<file path="src/rtl/fifo_uart_tx_pkg.sv">
// fifo_uart_pkg: shared state encoding and default sizing for the FIFO-fed UART transmitter.
package fifo_uart_pkg;

  localparam int DEF_DATA_W       = 8;
  localparam int DEF_CLKS_PER_BIT = 16;

  // PARITY is only reachable when FIFO_UART_TX_PARITY_EN is defined.
  typedef enum logic [2:0] {
    IDLE   = 3'd0,
    WAIT   = 3'd1,
    START  = 3'd2,
    DATA   = 3'd3,
    STOP   = 3'd4,
    PARITY = 3'd5
  } state_t;

endpackage

</file>
<file path="src/rtl/fifo_uart_tx_if.sv">
// fifo_uart_tx_if: read-side view of the sync FIFO as seen by the UART transmitter.
// The transmitter is the master (it issues fifo_rd); the FIFO is the slave.
interface fifo_uart_tx_if
  import fifo_uart_pkg::*;
#(
  parameter int DATA_W = DEF_DATA_W
);

  logic              fifo_empty;
  logic              fifo_full;
  logic              fifo_wr;
  logic              fifo_rd;
  logic [DATA_W-1:0] fifo_dout;

  modport master (
    input  fifo_empty,
    input  fifo_full,
    input  fifo_wr,
    input  fifo_dout,
    output fifo_rd
  );

  modport slave (
    output fifo_empty,
    output fifo_full,
    output fifo_wr,
    output fifo_dout,
    input  fifo_rd
  );

endinterface

</file>
<file path="src/rtl/fifo_uart_tx_baud_cnt.sv">
// uart_baud_cnt: counts 0..CLKS_PER_BIT-1 while enabled and pulses bit_done on the
// last cycle of every serial bit. clear holds the count at zero between frames.
module uart_baud_cnt #(
  parameter int CLKS_PER_BIT = 16
) (
  input  logic clk,
  input  logic rst,
  input  logic clear,
  output logic bit_done
);

  localparam int CW = (CLKS_PER_BIT > 1) ? $clog2(CLKS_PER_BIT) : 1;
  localparam logic [CW-1:0] LAST = CW'(CLKS_PER_BIT - 1);

  logic [CW-1:0] cnt;

  // Free-running bit-period counter, restarted whenever the FSM is not shifting.
  always_ff @(posedge clk or negedge rst) begin
    if (!rst) begin
      cnt <= '0;
    end else if (clear || (cnt == LAST)) begin
      cnt <= '0;
    end else begin
      cnt <= cnt + CW'(1);
    end
  end

  assign bit_done = !clear && (cnt == LAST);

endmodule

</file>
<file path="src/rtl/fifo_uart_tx.sv">
// fifo_uart_tx: pops bytes from a sync FIFO and sends them as UART 8N1, LSB first.
// Optional macro FIFO_UART_TX_PARITY_EN inserts an even-parity bit after the data bits.
module fifo_uart_tx
  import fifo_uart_pkg::*;
#(
  parameter int CLKS_PER_BIT = DEF_CLKS_PER_BIT,
  parameter int DATA_W       = DEF_DATA_W
) (
  input  logic           clk,
  input  logic           rst,
  input  logic           tx_en,
  fifo_uart_tx_if.master fifo,
  output logic           tx,
  output logic           busy
);

  localparam int BW = (DATA_W > 1) ? $clog2(DATA_W) : 1;
  localparam logic [BW-1:0] LAST_BIT = BW'(DATA_W - 1);

  state_t            state;
  state_t            next_state;
  logic [DATA_W-1:0] shift_reg;
  logic [BW-1:0]     bit_cnt;
  logic              bit_done;
  logic              baud_clear;
  logic              pop_ok;
  logic              last_bit;
`ifdef FIFO_UART_TX_PARITY_EN
  logic              parity_bit;
`endif

  // The FIFO services a write instead of a read when both arrive and it is not full.
  assign pop_ok     = fifo.fifo_rd && !(fifo.fifo_wr && !fifo.fifo_full);
  assign baud_clear = (state == IDLE) || (state == WAIT);
  assign last_bit   = (bit_cnt == LAST_BIT);

  uart_baud_cnt #(
    .CLKS_PER_BIT(CLKS_PER_BIT)
  ) u_baud (
    .clk      (clk),
    .rst      (rst),
    .clear    (baud_clear),
    .bit_done (bit_done)
  );

  // State register.
  always_ff @(posedge clk or negedge rst) begin
    if (!rst) begin
      state <= IDLE;
    end else begin
      state <= next_state;
    end
  end

  // Next-state logic: one frame per accepted pop, a rejected pop simply retries.
  always_comb begin
    next_state = state;
    case (state)
      IDLE:  if (pop_ok) next_state = WAIT;
      WAIT:  next_state = START;
      START: if (bit_done) next_state = DATA;
`ifdef FIFO_UART_TX_PARITY_EN
      DATA:   if (bit_done && last_bit) next_state = PARITY;
      PARITY: if (bit_done) next_state = STOP;
`else
      DATA:  if (bit_done && last_bit) next_state = STOP;
`endif
      STOP:  if (bit_done) next_state = IDLE;
      default: next_state = IDLE;
    endcase
  end

  // Outputs decoded from the current state; the read strobe is held low during reset.
  always_comb begin
    fifo.fifo_rd = rst && (state == IDLE) && tx_en && !fifo.fifo_empty;
    busy         = (state != IDLE);
  end

  // Datapath: capture the popped byte, shift it out and keep tx registered so it never glitches.
  always_ff @(posedge clk or negedge rst) begin
    if (!rst) begin
      tx         <= 1'b1;
      shift_reg  <= '0;
      bit_cnt    <= '0;
`ifdef FIFO_UART_TX_PARITY_EN
      parity_bit <= 1'b0;
`endif
    end else begin
      case (state)
        WAIT: begin
          shift_reg  <= fifo.fifo_dout;
          bit_cnt    <= '0;
          tx         <= 1'b0;
`ifdef FIFO_UART_TX_PARITY_EN
          parity_bit <= ^fifo.fifo_dout;
`endif
        end
        START: begin
          if (bit_done) tx <= shift_reg[0];
        end
        DATA: begin
          if (bit_done) begin
            shift_reg <= shift_reg >> 1;
            if (last_bit) begin
              bit_cnt <= '0;
`ifdef FIFO_UART_TX_PARITY_EN
              tx      <= parity_bit;
`else
              tx      <= 1'b1;
`endif
            end else begin
              bit_cnt <= bit_cnt + BW'(1);
              tx      <= shift_reg[1];
            end
          end
        end
`ifdef FIFO_UART_TX_PARITY_EN
        PARITY: begin
          if (bit_done) tx <= 1'b1;
        end
`endif
        default: tx <= 1'b1;
      endcase
    end
  end

endmodule
</file>
<file path="src/flat_wrapper.sv">
// flat-port wrapper written by rule: the top's interface ports become plain ports
module fifo_uart_tx_flat import fifo_uart_pkg::*;
#(
  parameter int CLKS_PER_BIT = DEF_CLKS_PER_BIT,
  parameter int DATA_W       = DEF_DATA_W
)
  (clk, rst, tx_en, tx, busy, fifo_fifo_empty, fifo_fifo_full, fifo_fifo_wr, fifo_fifo_dout, fifo_fifo_rd);
  fifo_uart_tx_if #(.DATA_W(DATA_W)) fifo_i ();
  input  logic clk;
  input  logic rst;
  input  logic tx_en;
  output logic tx;
  output logic busy;
  input wire logic [$bits(fifo_i.fifo_empty)-1:0] fifo_fifo_empty;
  input wire logic [$bits(fifo_i.fifo_full)-1:0] fifo_fifo_full;
  input wire logic [$bits(fifo_i.fifo_wr)-1:0] fifo_fifo_wr;
  input wire logic [$bits(fifo_i.fifo_dout)-1:0] fifo_fifo_dout;
  output wire logic [$bits(fifo_i.fifo_rd)-1:0] fifo_fifo_rd;
  assign fifo_i.fifo_empty = fifo_fifo_empty;
  assign fifo_i.fifo_full = fifo_fifo_full;
  assign fifo_i.fifo_wr = fifo_fifo_wr;
  assign fifo_i.fifo_dout = fifo_fifo_dout;
  assign fifo_fifo_rd = fifo_i.fifo_rd;
  fifo_uart_tx #(.CLKS_PER_BIT(CLKS_PER_BIT), .DATA_W(DATA_W)) u_core (.clk(clk), .rst(rst), .tx_en(tx_en), .fifo(fifo_i), .tx(tx), .busy(busy));
endmodule
</file>
<file path="config.mk">
export PLATFORM = sky130hd
export DESIGN_NAME = fifo_uart_tx_flat
export DESIGN_NICKNAME = d
export VERILOG_FILES = /design/src/rtl/fifo_uart_tx_pkg.sv /design/src/rtl/fifo_uart_tx_if.sv /design/src/rtl/fifo_uart_tx_baud_cnt.sv /design/src/rtl/fifo_uart_tx.sv /design/src/flat_wrapper.sv
export SDC_FILE = /design/constraint.sdc
export NUM_CORES = 1
export LEC_CHECK = 0
export CORE_UTILIZATION = 51
export DETAILED_ROUTE_END_ITERATION = 10
export GPL_TIMING_DRIVEN = 0
export MAX_ROUTING_LAYER = met4
export PLACE_DENSITY = 0.77
export SYNTH_ARGS = -nofsm -noshare
export SYNTH_HDL_FRONTEND = slang
export SYNTH_SLANG_ARGS = --single-unit
</file>
<file path="constraint.sdc">
create_clock -name clk -period 2.3 [get_ports clk]
set_clock_uncertainty 0.1 [all_clocks]
set_input_delay 0.575 -clock clk [delete_from_list [all_inputs] [get_ports clk]]
set_output_delay 0.575 -clock clk [all_outputs]
set_load 0.05 [all_outputs]
</file>
==> summary.md <==
| Metric | Value |
|---|---|
| Status | finished, final reports clean |
| GP Congestion | between 0.7 and 0.8 |
| CTS Buf Count | 3 |
| Initial Util | a little under three fifths |
| Post-Syn Nets | 102 |
| CTS root buffer | clkbuf_4 |
| Vias in the first global route | 692 |
| Fin. max-slew vios | 0 |
| 1st-pass router iterations | 3 |
| WL met3 | 54 um |
| Remaining DRCs | 0 |
| CTS max path bufs | 2 |
| IO Port Bufs | 16 |
| Data required time of the worst path | roughly 1.6 ns |
| WL/cell | 14.1 um |
| Final worst-path cycle share | between 90% and 100% |
| Nets | 123 |
| Area Growth Syn to Fin | 20.6% |
| Top Layer Used | met4 |
| Worst Hold Slack | about 0.069 ns |
| Diodes inserted | 0 |
| Worst R2R Start | u_core.u_baud.cnt[0] |
| Yosys reg bits | 19 |
| Placed insts | 126 |
| Startpoint type of the worst setup path | primary input |
| Skew-Pair Late Insertion Delay | between 0.2 and 0.3 ns |
| Setup CP Type | primary input to output pin |
| Peak VDD IR | 670 uV |
| Largest net degree at the start of global routing | 21 |
| Antenna-violating nets left | 0 |
| Crit path capture type | output pin |
| Cell Area, Synth | 0.00103 sq mm |
| Clock Sinks | 19 |
| Critical path's slowest cell | clkdlybuf4s50_1 |
| Worst Reg-to-Reg Cells | 4 |
| Post-Route WL | approximately 1800 um |
| Clock transition at path regs | 0.11 ns |
| DP Worst Slack | -1.26 ns |
| Die Ht | between 40 and 50 um |
| Row count | 15 |
| CP Cell Sequence | clkdlybuf4s50_1 -> nand4bb_1 -> nor3_2 -> buf_4 |
| Die ar. | 0.00221 sq mm |
| CTS Hold Bufs | 0 |
| Fmax | 0.456 GHz |
| Vias per inst | 5.45 |
| Die Width | between 40 and 50 um |
| Final setup viols | 0 |
| Unique cell type count in the Yosys netlist | 34 |
| Final Non-Filler Cells | 130 |
| Power Dens Cells | 1040 mW/mm^2 |
| Crit. Startpoint | fifo_fifo_empty |
| Final hold viol count | 0 |
| H-tree depth | 1 |
| Crit path max fanout | 2 |
| DRT met1 WL | approximately 880 um |
| Initial antenna violation count | 0 |
| Overall Power | approximately 1.3 mW |
| Final WS setup | 0.107 ns |
| Core box area | 0.00180 sq mm |
| Fill cells | 150 |
| Post-layout min period | 2.19 ns |
| First DRT Iteration DRCs | 7 |
| Max reg flops | 8 |
| Met2 wire length | 892 um |
| Worst endpoint data arrival time | 1.52 ns |
| Ports | 17 |
| Total grt overflow | 0 |
| Global-route wire length before repair | between 3000 and 4000 um |
| Routed via count | 709 |
| RSZ-0062 raised after global routing | no |
| Max-Cap Viols | 0 |
| Slew @ Worst Pin | 0.481 ns |
| Leakage power | 0.556 nW |
| Post-synthesis sequential area ratio | 46.2% |
| Syn Area/Cell | 12.1 sq um |
| Synth Instances | 85 |
| Share of layout cells above drive strength 1 | between 20% and 30% |
| Slew headroom | 68.1% |
| Syn. warnings | 0 |
| CTS tree | done |
| Core Util, Final | ~70% |
| HP Class | primary input to async pin |
| CP max stage delay | 0.38 ns |
| HPWL Detailed | 1360 um |
| GRT Resource Usage Total | 20.2% |
## cell type report
cell class / count / area, sq um / share of cell area, %
tap: 25 / 31.3 / 2.52
buffer: 4 / 30.0 / 2.41
inverter: 5 / 18.8 / 1.51
multi-input combinational: 57 / 510 / 41.0
clock buffer: 3 / 22.5 / 1.81
clock inverter: 1 / 5.00 / 0.402
timing repair buffer: 16 / 149 / 12.0
sequential: 19 / 477 / 38.3
## cell usage after synthesis
library cell,number,area share (%)
nor2_1,3,1.1
nand2b_1,1,0.61
buf_6,1,1.1
nand4b_1,1,0.85
a311o_1,1,0.97
and3_1,2,1.2
a21oi_1,2,0.97
or3_1,3,1.8
nand3_1,2,0.97
mux2_4,7,10
clkbuf_1,1,0.36
dfstp_2,1,2.5
nor3_1,2,0.97
dfrtp_1,18,44
nor4bb_1,1,0.97
mux2_1,7,7.6
nor2b_1,1,0.61
ha_1,3,3.6
nand3b_4,1,1.9
a21oi_4,1,1.6
a221oi_1,1,0.85
xnor2_1,1,0.85
and3b_1,1,0.85
inv_1,5,1.8
mux2i_1,2,1.9
o22ai_1,1,0.61
nand3_2,1,0.97
a211oi_1,1,0.73
o21ai_1,1,0.48
nand2_1,2,0.73
o21ai_0,5,2.4
nand4bb_1,1,1.1
buf_4,2,1.5
nor3b_1,2,1.5
## cell families (layout without fill, tap and decap cells)
family                   count (synthesis)  count (layout)  share of synthesized area [%]
XOR/XNOR                                 1               1                          0.850
adder cells (fa/ha/maj)                  3               3                           3.64
multiplexers                            16              16                           19.8
AND/OR/NAND/NOR                         24              24                           16.1
buffers and inverters                    9              29                           4.73
flip-flops                              19              19                           46.2
AO/OA/AOI/OAI                           13              13                           8.62
## metrics by stage
stage               cell area [sq um]  setup TNS [ns]
global route                     1240               0
global placement                 1230           -1.56
finish                           1240               0
detailed placement               1230           -1.60
floorplan                        1040               0
CTS                              1240               0
## critical path: cells and delay by family
kind | cells | cell delay [ns]
buffers and inverters | 2 | 0.60
AND/OR/NAND/NOR | 2 | 0.34
## where the power goes
group / switching (mW) / internal [mW] / total, mW
clock: 0.0998 / 0.0647 / 0.164
sequential: 0.100 / 0.481 / 0.581
combinational: 0.244 / 0.307 / 0.551
total: 0.444 / 0.853 / 1.30
## worst paths after layout
kind                                        end  slack [ns]
max                                fifo_fifo_rd        0.11
min                        u_core.u_baud.cnt[0]        0.07
max reg2reg                 u_core.shift_reg[1]        0.49
min reg2reg                   u_core.bit_cnt[0]        0.39
max in group asynchronous             u_core.tx        1.76
min in group clk              u_core.bit_cnt[0]        0.39
## timing repair
action	in CTS	in global routing
gates resized for setup	16	3
cloned	0	0
endpoints found under the setup margin	3	1
setup buffers	0	0
## placed cells by master, fill, tap and decap left out, drive strengths merged, types with 5 or more instances in the layout
cell,Yosys,routed
clkbuf,1,5
mux2,14,14
buf,3,5
dfrtp,18,18
o21ai,6,6
clkdlybuf4s50,0,12
inv,5,5
## routing by layer
layer / up-vias / GRT usage, %
met5: - / -
met4: 0 / 6.86
met3: 2 / 2.69
met2: 12 / 34.2
met1: 348 / 24.8
li1: 347 / -
Power figures use the tool's default switching activity.
==> variant 1 (same flow settings) <==
The option `FIFO_UART_TX_PARITY_EN` is turned on by a define.
--- a/src/rtl/fifo_uart_tx.sv
+++ b/src/rtl/fifo_uart_tx.sv
@@ -2,2 +2,4 @@
 // Optional macro FIFO_UART_TX_PARITY_EN inserts an even-parity bit after the data bits.
+`define FIFO_UART_TX_PARITY_EN
+
 module fifo_uart_tx
Formal check against the unedited RTL: same outputs for any inputs over 10 cycles, from zero or initial values and one cycle with rst low; that may be too few to reach the edited logic, so the function may still have changed.
==> variant 1 against the original RTL <==
Worst setup slack better by 0.014 ns. Critical endpoint unchanged. Synthesized area rose by 2.7%. Sequential cell count up 1. Routed wire length rose by 14%. Critical path depth stayed put. Final area up 5.4%.
Power is not compared: it rests on default switching activity, and its combinational part moved more than twofold at a synthesized area within 25%.
==> variant 1: results (changes against the original RTL) <==
Timing
  • Min Tclk post-route: 2.178 ns (-0.01434 ns)
  • Worst slew margin: 67.82% (-0.27 points)
  • Fin Hold WS: 0.05721 ns (-0.01156 ns)

Placement
  • DP Cell Count: 147 (+17%)
  • Hpwl dp: 1538 µm (+13%)
  • DP Worst Slack: -1.350 ns (-0.08833 ns)
  • RePlAce Congestion: 0.8024 (+5.7%)

Synthesis
  • Syn_area_per_cell: 10.18 µm² (-16%)
  • Seq/Total Area, Yosys: 47.40% (+1.2 points)
  • Synthesized Nets: 121 (+19%)
  • Main area contributors after synthesis: dfrtp_1 (45%), mux2i_1 (6.6%), xnor2_1 (6.6%)
  • Most frequent cells after synthesis: dfrtp_1 (19), nand2_1 (12), o21ai_0 (11)

Final layout
  • Share of layout cells above drive strength 1: 15.75% (-5.2 points)

Pwr
  • Worst VDD drop: 0.4711 mV

Route
  • Via count: 853 (+20%)
  • Final WL: 2091 µm (+14%)
  • Drt initial violations: 5 (-2)
  • Pre-antenna DRT Iters: 4 (+1)
  • DR vias/cell: 5.539 (+1.6%)

Setup path
  • R2r setup slk: 0.51 ns (+0.02 ns)
  • Max FO, Critical Path: 8 (+6)
  • CP Data Arrival Time: 1.50 ns (-0.02 ns)

Global routing
  • Tot GR Track Use: 20.52% (+0.32 points)
  • Vias in the first global route: 750 (+8.4%)
  • First-pass GRT wire length: 3091 µm (+2.3%)
  • Largest net degree at the start of global routing: 22 (+4.8%)

Run status
  • Outcome: complete, no violations

Clocking
  • CTS Buf Count: 3 (unchanged)
  • Clock Latency Late Sink: 0.31 ns (+0.02 ns)
  • Clock tree buffer depth: 2 (unchanged)
-- variant 1: layout make-up --
type / count / area, µm²
Fill cell: 170 / 650.6
Clock buffer: 4 / 26.28
Timing Repair Buffer: 19 / 171.4
Inverter: 4 / 15.01
Sequential cell: 20 / 501.7
Tap cell: 27 / 33.78
Buffer: 4 / 28.78
Multi-Input combinational cell: 76 / 534.3
-- variant 1: cell families after synthesis --
group | synth area share [%]
AOI/OAI and AO/OA | 15.72
xor gates and xnor gates | 6.620
adders and majority gates | 3.546
buffers and inverters | 4.136
DFF | 47.40
muxes | 7.683
and+or+nand+nor | 14.90
-- variant 1: layer usage --
metal  up-vias  wire (µm)  GRT usage [%]
met5         -          0              -
met4         0         25          12.22
met3         4         76          2.642
met2        17       1009          32.33
met1       414        978          25.12
li1        418          -              -
-- variant 1: worst paths after layout --
path,startpoint,to,cells past startpoint
max in group asynchronous,rst,u_core.tx$_DFFE_PN1P_,1
min in group clk,u_core.shift_reg[0]$_DFFE_PN0P_,u_core.shift_reg[0]$_DFFE_PN0P_,2
worst min-delay path,rst,u_core.state[1]$_DFFE_PN0P_,1
worst max-delay path,u_core.state[2]$_DFFE_PN0P_,fifo_fifo_rd,4
worst max register to register,u_core.u_baud.cnt[0]$_DFF_PN0_,u_core.tx$_DFFE_PN1P_,6
worst min register to register,u_core.shift_reg[0]$_DFFE_PN0P_,u_core.shift_reg[0]$_DFFE_PN0P_,2
-- variant 1: where the power goes --
| group | total (mW) | switching [mW] | internal [mW] |
|---|---|---|---|
| Combinational | 0.0776 | 0.0347 | 0.0429 |
| Sequential | 0.373 | 0.00701 | 0.366 |
| Clock | 0.179 | 0.111 | 0.0677 |
| Total | 0.629 | 0.153 | 0.476 |
-- variant 1: critical path, stage by stage (launching register included) --
cell	delay, ns
dfrtp_1	0.49
nor2_4	0.21
nand2_2	0.10
nor3_4	0.17
buf_4	0.22
-- variant 1: timing repair --
item	4_1_cts	5_1_grt
pin swaps	0	1
setup endpoints to repair	3	2
buffers inserted	0	3
resized for setup	15	3
-- variant 1: metrics by stage --
step / cell area (µm²) / setup TNS, ns / utilization (%) / total power [mW]
after CTS: 1290 / 0 / 65.75 / 0.6339
after detailed placement: 1266 / -1.798 / 64.54 / 0.4592
after global routing: 1311 / 0 / 66.84 / 0.6564
final: 1311 / 0 / 66.84 / 0.6287
after global placement: 1266 / -1.698 / 64.54 / 0.4554
after floorplan: 1072 / 0 / - / 0.4175
==> variant 2 (config.mk and constraints unchanged) <==
Made on the original files. The 6 states of `state_t` get a one-hot encoding in 6 bits.
--- a/src/rtl/fifo_uart_tx_pkg.sv
+++ b/src/rtl/fifo_uart_tx_pkg.sv
@@ -7,9 +7,9 @@
   // PARITY is only reachable when FIFO_UART_TX_PARITY_EN is defined.
-  typedef enum logic [2:0] {
-    IDLE   = 3'd0,
-    WAIT   = 3'd1,
-    START  = 3'd2,
-    DATA   = 3'd3,
-    STOP   = 3'd4,
-    PARITY = 3'd5
+  typedef enum logic [5:0] {
+    IDLE   = 6'b000001,
+    WAIT   = 6'b000010,
+    START  = 6'b000100,
+    DATA   = 6'b001000,
+    STOP   = 6'b010000,
+    PARITY = 6'b100000
   } state_t;
Function: no difference found for any inputs over 10 cycles, from zero or initial values and one cycle with rst low; not proved beyond that.
==> variant 2 against the original RTL <==
Sequential share of layout area grew 0.75 points. Largest power group is now combinational cells. Power grew 9.8%. Worst setup slack lost 0.0091 ns. Final area grew 9.2%. Sequential cell count grew 2. Routed wire length grew 8.8%. Synthesized area grew 8.4%. Synthesized cell count grew 15%. Non-clock buffer count is the same. Utilization shrank 1.2 points.
==> variant 2: results (changes against the original RTL) <==
Timing
  • Worst slew margin: 67.43% (-0.65 points)
  • Fin crit share: 95.73% (+0.39 points)

Route
  • DR WL met2: 1015 µm (+14%)
  • Drt initial violations: 5 (-2)
  • Met1 wire length: 837 µm (-4.6%)
  • Met3 WL post-DR: 98 µm (+81%)
  • Via count: 792 (+12%)

Final layout
  • Fill cells: 167 (+11%)
  • Share of layout cells above drive strength 1: 25.00% (+4.0 points)

Global routing
  • Largest net degree at the start of global routing: 23 (+9.5%)
  • Vias in the first global route: 839 (+21%)
  • Grt met2 use: 33.56% (-0.60 points)
  • First-pass GRT wire length: 3498 µm (+16%)
  • Tot GR Track Use: 20.01% (-0.19 points)

Run status
  • Outcome: complete, no violations

Placement
  • DP Worst Slack: -1.315 ns (-0.05355 ns)
  • Placed cell areas: 0.001319 mm² (+7.4%)
  • Hpwl dp: 1471 µm (+8.0%)

Setup path
  • Worst Setup SP: u_core.state[3]$_DFFE_PN0P_
  • R2r setup slk: 0.30 ns (-0.19 ns)
  • Delay-heaviest family, CP: simple AND/OR/NAND/NOR gates
  • FF-to-FF path depth: 7 (+3)
  • R2R Path End: u_core.shift_reg[3]$_DFFE_PN0P_

Clocking
  • Post_cts resized: 18 (+2)
  • Clock Latency Late Sink: 0.31 ns (+0.02 ns)

Pwr
  • Pwr Density: 1048 mW/mm² (+0.58%)
  • Logic pwr share: 43.7% (+1.2 points)
  • Switching pwr: 546.2 µW (+23%)
  • Worst VDD drop: 0.6618 mV (-1.2%)

Synthesis
  • Seq/Total Area, Yosys: 47.26% (+1.0 points)
  • Most frequent cells after synthesis: dfrtp_1 (19), nor2_1 (8), mux2_1 (7), mux2_2 (7), nand2_1 (7)
  • Main area contributors after synthesis: dfrtp_1 (43%), mux2_1 (7.1%), mux2_2 (7.1%)
  • Synthesized Nets: 115 (+13%)
[variant 2: final cells by class]
type	instances	area (µm²)	share of cell area, %
sequential	21	530.5	39.08
inverter	3	11.26	0.8295
buffer	2	12.51	0.9217
tap	27	33.78	2.488
timing repair buffer	18	163.9	12.07
multi-input combinational	72	579.3	42.67
clock buffer	4	26.28	1.935
[variant 2: per-stage QoR]
stage	hold WS (ns)	instances
5_1_grt	0.06779	147
3_3_place_gp	0.3407	141
4_1_cts	0.1154	145
2_1_floorplan	0.1794	98
6_report	0.05475	147
3_5_place_dp	0.3511	141
[variant 2: cell families after synthesis]
kind of cell               synth area share (%)
and+or+nand+nor                           19.71
DFF                                       47.26
AOI/OAI and AO/OA                         10.30
muxes                                     14.11
buffers and inverters                     2.127
xor gates and xnor gates                  3.136
adders and majority gates                 3.360
